<file path="src/rtl/ps2_host_tx_pkg.sv">
// Shared types and constants for the PS/2 host-to-device transmitter.
// State encoding, status bit positions and common keyboard commands.
package ps2_host_tx_pkg;

  typedef enum logic [2:0] {
    ST_IDLE,
    ST_INHIBIT,
    ST_RTS,
    ST_BITS,
    ST_LINEACK,
    ST_RELEASE
  } tx_state_e;

  localparam int STAT_BUSY = 0;
  localparam int STAT_DONE = 1;
  localparam int STAT_ERR  = 2;
  localparam int STAT_DROP = 3;

  localparam logic [7:0] CMD_SET_LEDS = 8'hED;
  localparam logic [7:0] CMD_ENABLE   = 8'hF4;
  localparam logic [7:0] CMD_RESET    = 8'hFF;

  function automatic logic odd_parity(input logic [7:0] b);
    return ~^b;
  endfunction

endpackage

</file>
<file path="src/rtl/ps2_host_tx_sync.sv">
// Two-flop synchroniser for the PS/2 clock and data pins with a
// registered falling-edge pulse aligned to the synchronised clock.
module ps2_line_sync (
  input  logic clk,
  input  logic rst_n,
  input  logic clk_i,
  input  logic data_i,
  output logic clk_s,
  output logic data_s,
  output logic fall
);

  logic [1:0] clk_ff_q, clk_ff_d;
  logic [1:0] dat_ff_q, dat_ff_d;
  logic       fall_q, fall_d;

  always_comb begin
    clk_ff_d = {clk_ff_q[0], clk_i};
    dat_ff_d = {dat_ff_q[0], data_i};
    // high in the same cycle clk_s first reads 0
    fall_d   = clk_ff_q[1] & ~clk_ff_q[0];
  end

  always_ff @(posedge clk or negedge rst_n) begin
    if (!rst_n) begin
      clk_ff_q <= 2'b11;
      dat_ff_q <= 2'b11;
      fall_q   <= 1'b0;
    end else begin
      clk_ff_q <= clk_ff_d;
      dat_ff_q <= dat_ff_d;
      fall_q   <= fall_d;
    end
  end

  assign clk_s  = clk_ff_q[1];
  assign data_s = dat_ff_q[1];
  assign fall   = fall_q;

endmodule

</file>
<file path="src/rtl/ps2_host_tx.sv">
// Wishbone slave sending one host-to-device PS/2 command byte
// over open-drain clock/data drives, with status readback.
module ps2_host_tx
  import ps2_host_tx_pkg::*;
#(
  parameter int unsigned INHIBIT_CYCLES = 5000,
  parameter int unsigned RTS_CYCLES     = 50,
  parameter int unsigned TIMEOUT_CYCLES = 1000000
) (
  input  logic        clk,
  input  logic        reset,
  input  logic        STB,
  input  logic        WE,
  input  logic [31:0] DAT_I,
  output logic [31:0] DAT_O,
  output logic        ACK,
  input  logic        kbd_clk_i,
  input  logic        kbd_data_i,
  output logic        kbd_clk_drive_low,
  output logic        kbd_data_drive_low,
  output logic        tx_active
);

  localparam int unsigned PH_MAX =
    (INHIBIT_CYCLES > RTS_CYCLES) ? INHIBIT_CYCLES : RTS_CYCLES;
  localparam int CW = $clog2(PH_MAX) + 1;
  localparam int TW = $clog2(TIMEOUT_CYCLES) + 1;
  localparam logic [CW-1:0] INH_LAST = CW'(INHIBIT_CYCLES - 1);
  localparam logic [CW-1:0] RTS_LAST = CW'(RTS_CYCLES - 1);
  localparam logic [TW-1:0] TMO_LAST = TW'(TIMEOUT_CYCLES - 1);

  tx_state_e     state_q, state_d;
  logic [CW-1:0] cnt_q, cnt_d;
  logic [TW-1:0] tmo_q, tmo_d;
  logic [3:0]    idx_q, idx_d;
  logic [7:0]    byte_q, byte_d;
  logic          par_q, par_d;
  logic          clk_drv_q, clk_drv_d;
  logic          dat_drv_q, dat_drv_d;
  logic          ack_q, ack_d;
  logic          done_q, done_d;
  logic          err_q, err_d;
  logic          drop_q, drop_d;

  logic       line_clk, line_dat, line_fall;
  logic       wr;
  logic [9:0] frame;
  logic       unused_dat_hi;

  ps2_line_sync u_sync (
    .clk    (clk),
    .rst_n  (reset),
    .clk_i  (kbd_clk_i),
    .data_i (kbd_data_i),
    .clk_s  (line_clk),
    .data_s (line_dat),
    .fall   (line_fall)
  );

  assign wr            = STB & WE & ~ack_q;
  assign frame         = {1'b1, par_q, byte_q};
  assign unused_dat_hi = ^DAT_I[31:8];

  always_comb begin
    state_d   = state_q;
    cnt_d     = cnt_q;
    tmo_d     = tmo_q;
    idx_d     = idx_q;
    byte_d    = byte_q;
    par_d     = par_q;
    clk_drv_d = clk_drv_q;
    dat_drv_d = dat_drv_q;
    done_d    = done_q;
    err_d     = err_q;
    drop_d    = drop_q;
    ack_d     = STB & ~ack_q;

    unique case (state_q)
      ST_IDLE: begin
        clk_drv_d = 1'b0;
        dat_drv_d = 1'b0;
        if (wr) begin
          byte_d    = DAT_I[7:0];
          par_d     = odd_parity(DAT_I[7:0]);
          done_d    = 1'b0;
          err_d     = 1'b0;
          drop_d    = 1'b0;
          cnt_d     = '0;
          clk_drv_d = 1'b1;
          state_d   = ST_INHIBIT;
        end
      end
      ST_INHIBIT: begin
        cnt_d = cnt_q + 1'b1;
        if (cnt_q == INH_LAST) begin
          cnt_d     = '0;
          dat_drv_d = 1'b1;
          state_d   = ST_RTS;
        end
      end
      ST_RTS: begin
        cnt_d = cnt_q + 1'b1;
        if (cnt_q == RTS_LAST) begin
          clk_drv_d = 1'b0;
          tmo_d     = '0;
          idx_d     = '0;
          state_d   = ST_BITS;
        end
      end
      ST_BITS: begin
        if (line_fall) begin
          dat_drv_d = ~frame[idx_q];
          idx_d     = idx_q + 1'b1;
          if (idx_q == 4'd9) state_d = ST_LINEACK;
        end
      end
      ST_LINEACK: begin
        if (line_fall) begin
          done_d  = ~line_dat;
          err_d   = line_dat;
          state_d = ST_RELEASE;
        end
      end
      ST_RELEASE: begin
        if (line_clk && line_dat) state_d = ST_IDLE;
      end
      default: state_d = ST_IDLE;
    endcase

    // the device gets a bounded window from clock release to line ACK
    if (state_q == ST_BITS || state_q == ST_LINEACK ||
        state_q == ST_RELEASE) begin
      tmo_d = tmo_q + 1'b1;
      if (tmo_q == TMO_LAST) begin
        err_d     = 1'b1;
        done_d    = 1'b0;
        clk_drv_d = 1'b0;
        dat_drv_d = 1'b0;
        state_d   = ST_IDLE;
      end
    end

    if (wr && state_q != ST_IDLE) drop_d = 1'b1;
  end

  always_ff @(posedge clk or negedge reset) begin
    if (!reset) begin
      state_q   <= ST_IDLE;
      cnt_q     <= '0;
      tmo_q     <= '0;
      idx_q     <= '0;
      byte_q    <= '0;
      par_q     <= 1'b0;
      clk_drv_q <= 1'b0;
      dat_drv_q <= 1'b0;
      ack_q     <= 1'b0;
      done_q    <= 1'b0;
      err_q     <= 1'b0;
      drop_q    <= 1'b0;
    end else begin
      state_q   <= state_d;
      cnt_q     <= cnt_d;
      tmo_q     <= tmo_d;
      idx_q     <= idx_d;
      byte_q    <= byte_d;
      par_q     <= par_d;
      clk_drv_q <= clk_drv_d;
      dat_drv_q <= dat_drv_d;
      ack_q     <= ack_d;
      done_q    <= done_d;
      err_q     <= err_d;
      drop_q    <= drop_d;
    end
  end

  assign tx_active          = (state_q != ST_IDLE);
  assign ACK                = ack_q;
  assign kbd_clk_drive_low  = clk_drv_q;
  assign kbd_data_drive_low = dat_drv_q;

  always_comb begin
    DAT_O            = '0;
    DAT_O[STAT_BUSY] = tx_active;
    DAT_O[STAT_DONE] = done_q;
    DAT_O[STAT_ERR]  = err_q;
    DAT_O[STAT_DROP] = drop_q;
  end

endmodule

</file>
<file path="config.mk">
export PLATFORM = sky130hd
export DESIGN_NAME = ps2_host_tx
export DESIGN_NICKNAME = d
export VERILOG_FILES = /design/src/rtl/ps2_host_tx_pkg.sv /design/src/rtl/ps2_host_tx_sync.sv /design/src/rtl/ps2_host_tx.sv
export SDC_FILE = /design/constraint.sdc
export NUM_CORES = 1
export LEC_CHECK = 0
export ABC_AREA = 1
export CAP_MARGIN = 25
export CORE_UTILIZATION = 53
export DETAILED_ROUTE_END_ITERATION = 10
export PLACE_DENSITY = 0.78
export SLEW_MARGIN = 0
export SYNTH_ARGS = -nofsm -noshare
export SYNTH_HDL_FRONTEND = slang
export SYNTH_SLANG_ARGS = --single-unit
export TNS_END_PERCENT = 100
</file>
<file path="constraint.sdc">
create_clock -name clk -period 1.8 [get_ports clk]
set_input_delay 0.27 -clock clk [delete_from_list [all_inputs] [get_ports clk]]
set_output_delay 0.27 -clock clk [all_outputs]
set_load 0.01 [all_outputs]
</file>
======== Word level (Yosys, flattened, before mapping) ========
Index checks and enable logic that the tools add are counted.
storage, ports and cells
  bits in read-only memories .............. 0
  input bits .............................. 38
  bits in writable memories ............... 0
  bits in registers ....................... 62
  word-level logic and storage cells ...... 101
  latch bits .............................. 0
  memories ................................ 0
  output and inout port bits .............. 36
operators by class
  equal/unequal tests ..................... 12
  bitwise logic cells ..................... 8
  multipliers ............................. 0
  $add $sub $neg .......................... 3
  shifts and indexed selects .............. 0
  multiplexer cells ....................... 44
  magnitude comparators ................... 1
  reduce and logical (&&, ||, !) cells .... 18
  divide/modulo/power cells ............... 0
operators with widths
  cell                                                count
  two-way mux 21 bit                                  3
  case mux 14 bit (3 select lines)                    1
  two-way mux 14 bit                                  2
  two-way mux 3 bit                                   9
  adder 21 x 1 -> 21 bit, second input constant       1
  == test 21 x 20 -> 1 bit, second input constant     1
  two-way mux 1 bit                                   20
  case mux 3 bit (6 select lines)                     1
  adder 14 x 1 -> 14 bit, second input constant       1
  == test 14 x 13 -> 1 bit, second input constant     1
  == test 14 x 6 -> 1 bit, second input constant      1
  nonzero test 2 bit                                  5
  two-way mux 4 bit                                   2
  case mux 4 bit (2 select lines)                     1
  AND reduction 2 bit                                 4
  XNOR reduction 8 bit                                1
  == test 3 x 2 -> 1 bit, second input constant       2
  == test 3 bit, second input constant                2
  case mux 1 bit (2 select lines)                     3
  nonzero test 3 bit                                  2
  < comparator 4 x 5 -> 1 bit, second input constant  1
  adder 4 x 1 -> 4 bit, second input constant         1
  bitwise AND 1 bit                                   4
  binary-select mux 1 bit (select 4 bit)              1
  other kinds (10)                                    16

======== Logic depth before layout (Yosys ltp) ========
  depth in word-level cells ............... 7
  gate-level depth with buffers ........... 10
  mapped depth without buffers ............ 10

======== Hierarchy ========
From an unflattened synthesis, not the netlist that was laid out.
unflattened totals
  cells, all modules ...................... 524
  area total of the unflattened synthesis .. 3871.2 sq um
modules (own cells, without submodules)
  module         cells each  seq. area each (sq um)  area each (sq um)  instances
  ps2_host_tx    517         1426.4                  3731.1             1
  ps2_line_sync  7           130.1                   140.1              1

======== Least setup slack after synthesis ========
Ideal clock, no wire load.
  kind .................................... register to register
  from .................................... reg state_q[0]
  to ...................................... reg cnt_q[2]
  library setup time ...................... 0.118 ns
  data required time ...................... 1.682 ns
  slack ................................... 0.290 ns
  path buffers ............................ 1
  stages on the path, launching flop included .. 10
  clock period less this slack ............ 1.510 ns
  arrival time ............................ 1.391 ns
  cell sequence ........................... dfrtp_1 nor2_4 nand2_4 nor2_8 inv_2 nand2_2 buf_6 nand3_1 inv_2 nor2_1
on the way
  word-level cells in the longest chain between the ends .. 3
  elaborated cells on any way between the ends .. 7
  those cells by class .................... eq/ne: 3; mux: 1; reduce/logical: 3
RTL lines
  what                                                                         line                RTL
  start: declaration                                                           ps2_host_tx.sv:32   tx_state_e state_q, state_d;
  start signal: assignment                                                     ps2_host_tx.sv:161  state_q <= state_d;
  == test 3 x 2 -> 1 bit (tied with other cells)                               ps2_host_tx.sv:78   unique case (state_q)
  nonzero test 3 bit (no source line) / != test 2 bit (equally long branches)  -
  AND reduction 2 bit (no source line)                                         -
  end signal: assignment                                                       ps2_host_tx.sv:162  cnt_q <= cnt_d;
  end: declaration                                                             ps2_host_tx.sv:33   logic [CW-1:0] cnt_q, cnt_d;
Parallel ways exist; a longest one is shown, timed or not.
A chain may end at the register's enable or synchronous reset.

======== Final worst setup path ========
  from .................................... reg state_q[2]
  to ...................................... reg cnt_q[7]
The elaborated chain is that of the path after synthesis.

==> out/results.ini <==
[clocking]
cts_buffers = 9
clkLatencyLatePin_ns = 0.33
clk_pin_slew_ns = 0.07
cts_tree = yes
cts_max_path_buffers = 2
h-tree-depth = 3
cts_sinks = 62
clk_root_buffer_cell = sky130_fd_sc_hd__clkbuf_8

[route]
drcViolationCount = 0
antenna_violating_nets_post_route = 0
drt_wl_total_um = 8320
routed_via_density = 5.26
detail_route.wl_per_cell_um = 12.4
dr.pass1.iters = 5
drt_iter0_markers = 219
dr_total_vias = 3518

[sta]
worst_slew_pin_slew_ns = 0.691
report.final.slew_viol_count = 0
timing.final.hold_violations = 0
final_setup_fails = 0
finalCritPeriodShare_pct = 93.0
max_clock_freq_mhz = 597
final.setup_skew_ns = 0.00673
worst_slew_margin_rel_pct = 53.9
timing.final.crit_period_ns = 1.67

[pwr]
maximum_ir_drop_on_the_vdd_rail_mv = 0.463
static-leakage-power_uw = 0.00205
power_per_cell_area_nw_per_um2 = 657
post_layout_total_power_uw = 2900

[setup_path]
timing.critical_path.to_type = register
crit_family = simple AND/OR/NAND/NOR gates
cp.buffers_inverters = 2
critical_path_class = reg2reg
timing.critical_path.required_ns = 2.07
slowest_stage_cell_cp = sky130_fd_sc_hd__dfrtp_2
timing.critical_path.slowest_cell_delay_ns = 0.42
timing.critical_path.mode_cell = sky130_fd_sc_hd__nand2_1
largest_fanout_on_the_critical_path = 8
worstPathArrival_ns = 1.94
timing.critical_path.from_type = register
critical_path.cell_chain = buf_4, nor2_1, nand2_2, nand2_1, clkinv_1, nand2_4, nand2_1, o21ai_1, nand2_1, nor2_1

[synthesis]
ys_dominant_reg_cell = sky130_fd_sc_hd__dfrtp_1
synth_cell_type_count = 35
synth_edf_count = 0
ys_seq_elements = 62
netlist_area_um2 = 3840
ys.warnings.count = 0
syn_inst = 519
postSynthAreaPerCell_um2 = 7.41
synth-seq-area-share_pct = 40.5
synthArstFlopShare_pct = 100

[grt]
grt_start_max_net_pins = 32
met3_usage_pct = 4.27
grt_pass1_wl_um = 14300
grt.busiest_layer = met2
grtUsageMet1_pct = 31.9
met2_track_demand_over_resource_in_global_routing_pct = 39.1
globalRouteTotalUtil_pct = 24.1
grt_pass1_vias = 3310
globalRouteOverflowTotal = 0
number_of_antenna_violations_at_the_first_check_in_global_routing = 0

[placement]
placed_cells_incl_taps = 648
post_dp_cell_area_um2 = 4190
dp_hpwl_um = 6220
gp_routability_congestion = 0.895
port_buffers = 21

[run]
maxCapViolCount = 0

[cells_and_area]
number_of_fillers_in_the_final_layout = 616
finalNonFillerCells = 669
postLayoutCellArea_um2 = 4410
layout.area.seq_um2 = 1560
antenna_cells_inserted = 0
layout.cells.most_common = sky130_fd_sc_hd__nand2_1
drive_above_1_share_pct = 11.7
final_nets = 611
layout-area-overhead-vs-synth_pct = 14.8
layout_common_cells = sky130_fd_sc_hd__nand2_1, sky130_fd_sc_hd__inv_1, sky130_fd_sc_hd__nor2_1, sky130_fd_sc_hd__dfrtp_1, sky130_fd_sc_hd__nand3_1
multi_input_area_um2 = 1870

[outcome]
status = finished clean

[floorplan]
placeableCoreArea_um2 = 6910
die_h_um = 87.2
placement_rows = 30
boundaryPins = 74
die-area_um2 = 7600
starting_density_pct = 55.7
die-width_um = 87.2

[hold_path]
min-delay-path-class = in2reg

worst register-to-register path, cell delays in order, from the launching register on:
cell                       delay (ns)
sky130_fd_sc_hd__dfrtp_2         0.42
sky130_fd_sc_hd__buf_4           0.16
sky130_fd_sc_hd__nor2_1          0.16
sky130_fd_sc_hd__nand2_2         0.11
sky130_fd_sc_hd__nand2_1         0.11
sky130_fd_sc_hd__clkinv_1        0.11
sky130_fd_sc_hd__nand2_4         0.15
sky130_fd_sc_hd__nand2_1         0.12
sky130_fd_sc_hd__o21ai_1         0.14
sky130_fd_sc_hd__nand2_1         0.06
sky130_fd_sc_hd__nor2_1          0.09
layer usage:
| metal | share of wire [%] | routed length [µm] | vias up |
|---|---|---|---|
| met3 | 4.3 | 357 | 15 |
| met1 | 44 | 3680 | 1686 |
| met4 | 1.6 | 137 | 0 |
| met2 | 50 | 4140 | 96 |
| li1 | - | - | 1721 |
| met5 | 0 | 0 | - |
worst paths after layout:
check	depth (start not counted)	slack, ns	to	from
min in group asynchronous	2	0.52	ACK	reset
max in group asynchronous	3	0.69	state_q[2]	reset
hold reg to reg	0	0.36	u_sync.dat_ff_q[1]	u_sync.dat_ff_q[0]
hold / removal	1	0.34	u_sync.clk_ff_q[0]	kbd_clk_i
setup reg to reg	10	0.13	cnt_q[7]	state_q[2]
setup / recovery	10	0.13	cnt_q[7]	state_q[2]
timing repair:
item,4_1_cts,5_1_grt
gates resized for setup,3,9
hold endpoints to repair,22,0
setup buffers,2,2
endpoints found under the setup margin,2,12
hold buffers,1,0
pin swaps,1,0
cloned,0,0
cell usage after synthesis, types with 7 or more instances:
| library cell | instances | area share, % |
|---|---|---|
| sky130_fd_sc_hd__a21oi_1 | 7 | 0.91 |
| sky130_fd_sc_hd__buf_4 | 34 | 6.6 |
| sky130_fd_sc_hd__dfrtp_1 | 58 | 38 |
| sky130_fd_sc_hd__inv_1 | 63 | 6.2 |
| sky130_fd_sc_hd__nand2_1 | 118 | 12 |
| sky130_fd_sc_hd__nand3_1 | 49 | 6.4 |
| sky130_fd_sc_hd__nand4_1 | 12 | 2.0 |
| sky130_fd_sc_hd__nor2_1 | 57 | 5.6 |
| sky130_fd_sc_hd__nor3_1 | 18 | 2.3 |
| sky130_fd_sc_hd__o21ai_0 | 28 | 3.6 |
| sky130_fd_sc_hd__xor2_1 | 14 | 3.2 |
sequential cells by signal, summed over array words and instances (netlist names):
register / flops
err_q: 1
idx_q: 4
byte_q: 8
ACK: 1
u_sync.dat_ff_q: 2
cnt_q: 14
done_q: 1
par_q: 1
drop_q: 1
u_sync.fall: 1
tmo_q: 21
kbd_data_drive_low: 1
state_q: 3
kbd_clk_drive_low: 1
u_sync.clk_ff_q: 2
report_power, final:
group	leakage (µW)	switching, µW	internal, µW
clock	0.0000784	518	498
combinational	0.00115	229	143
sequential	0.000827	43.2	1470
logic make-up (layout without fill, tap and decap cells):
logic type | count (synthesis) | count (layout) | synth area share (%)
simple gates | 268 | 268 | 30.9
fa+ha+maj | 5 | 5 | 1.63
buf+inv | 107 | 134 | 14.0
flops | 62 | 62 | 40.5
other cells | 1 | 28 | 0.0975
mux | 3 | 3 | 0.781
xor+xnor | 19 | 19 | 4.33
compound gates | 54 | 54 | 7.74
cell type report:
| class | count | share of cell area, % |
|---|---|---|
| sequential | 62 | 35.3 |
| tap | 96 | 2.72 |
| timing repair buffer | 49 | 10.1 |
| clock inverter | 2 | 0.227 |
| clock buffer | 14 | 3.23 |
| multi-input combinational | 377 | 42.5 |
| inverter | 69 | 5.87 |
through the flow:
stage               utilization [%]  worst slack [ns]  TNS, ns  hold WS [ns]
global placement               60.7           -0.0182  -0.0940         0.340
global route                   63.9           -0.0125  -0.0125         0.334
floorplan                         -             0.290        0       -0.0256
CTS                            63.3           0.00372        0         0.332
detailed placement             60.7           -0.0867   -0.371         0.345
finish                         63.9             0.126        0         0.341
Power figures use the tool's default switching activity.
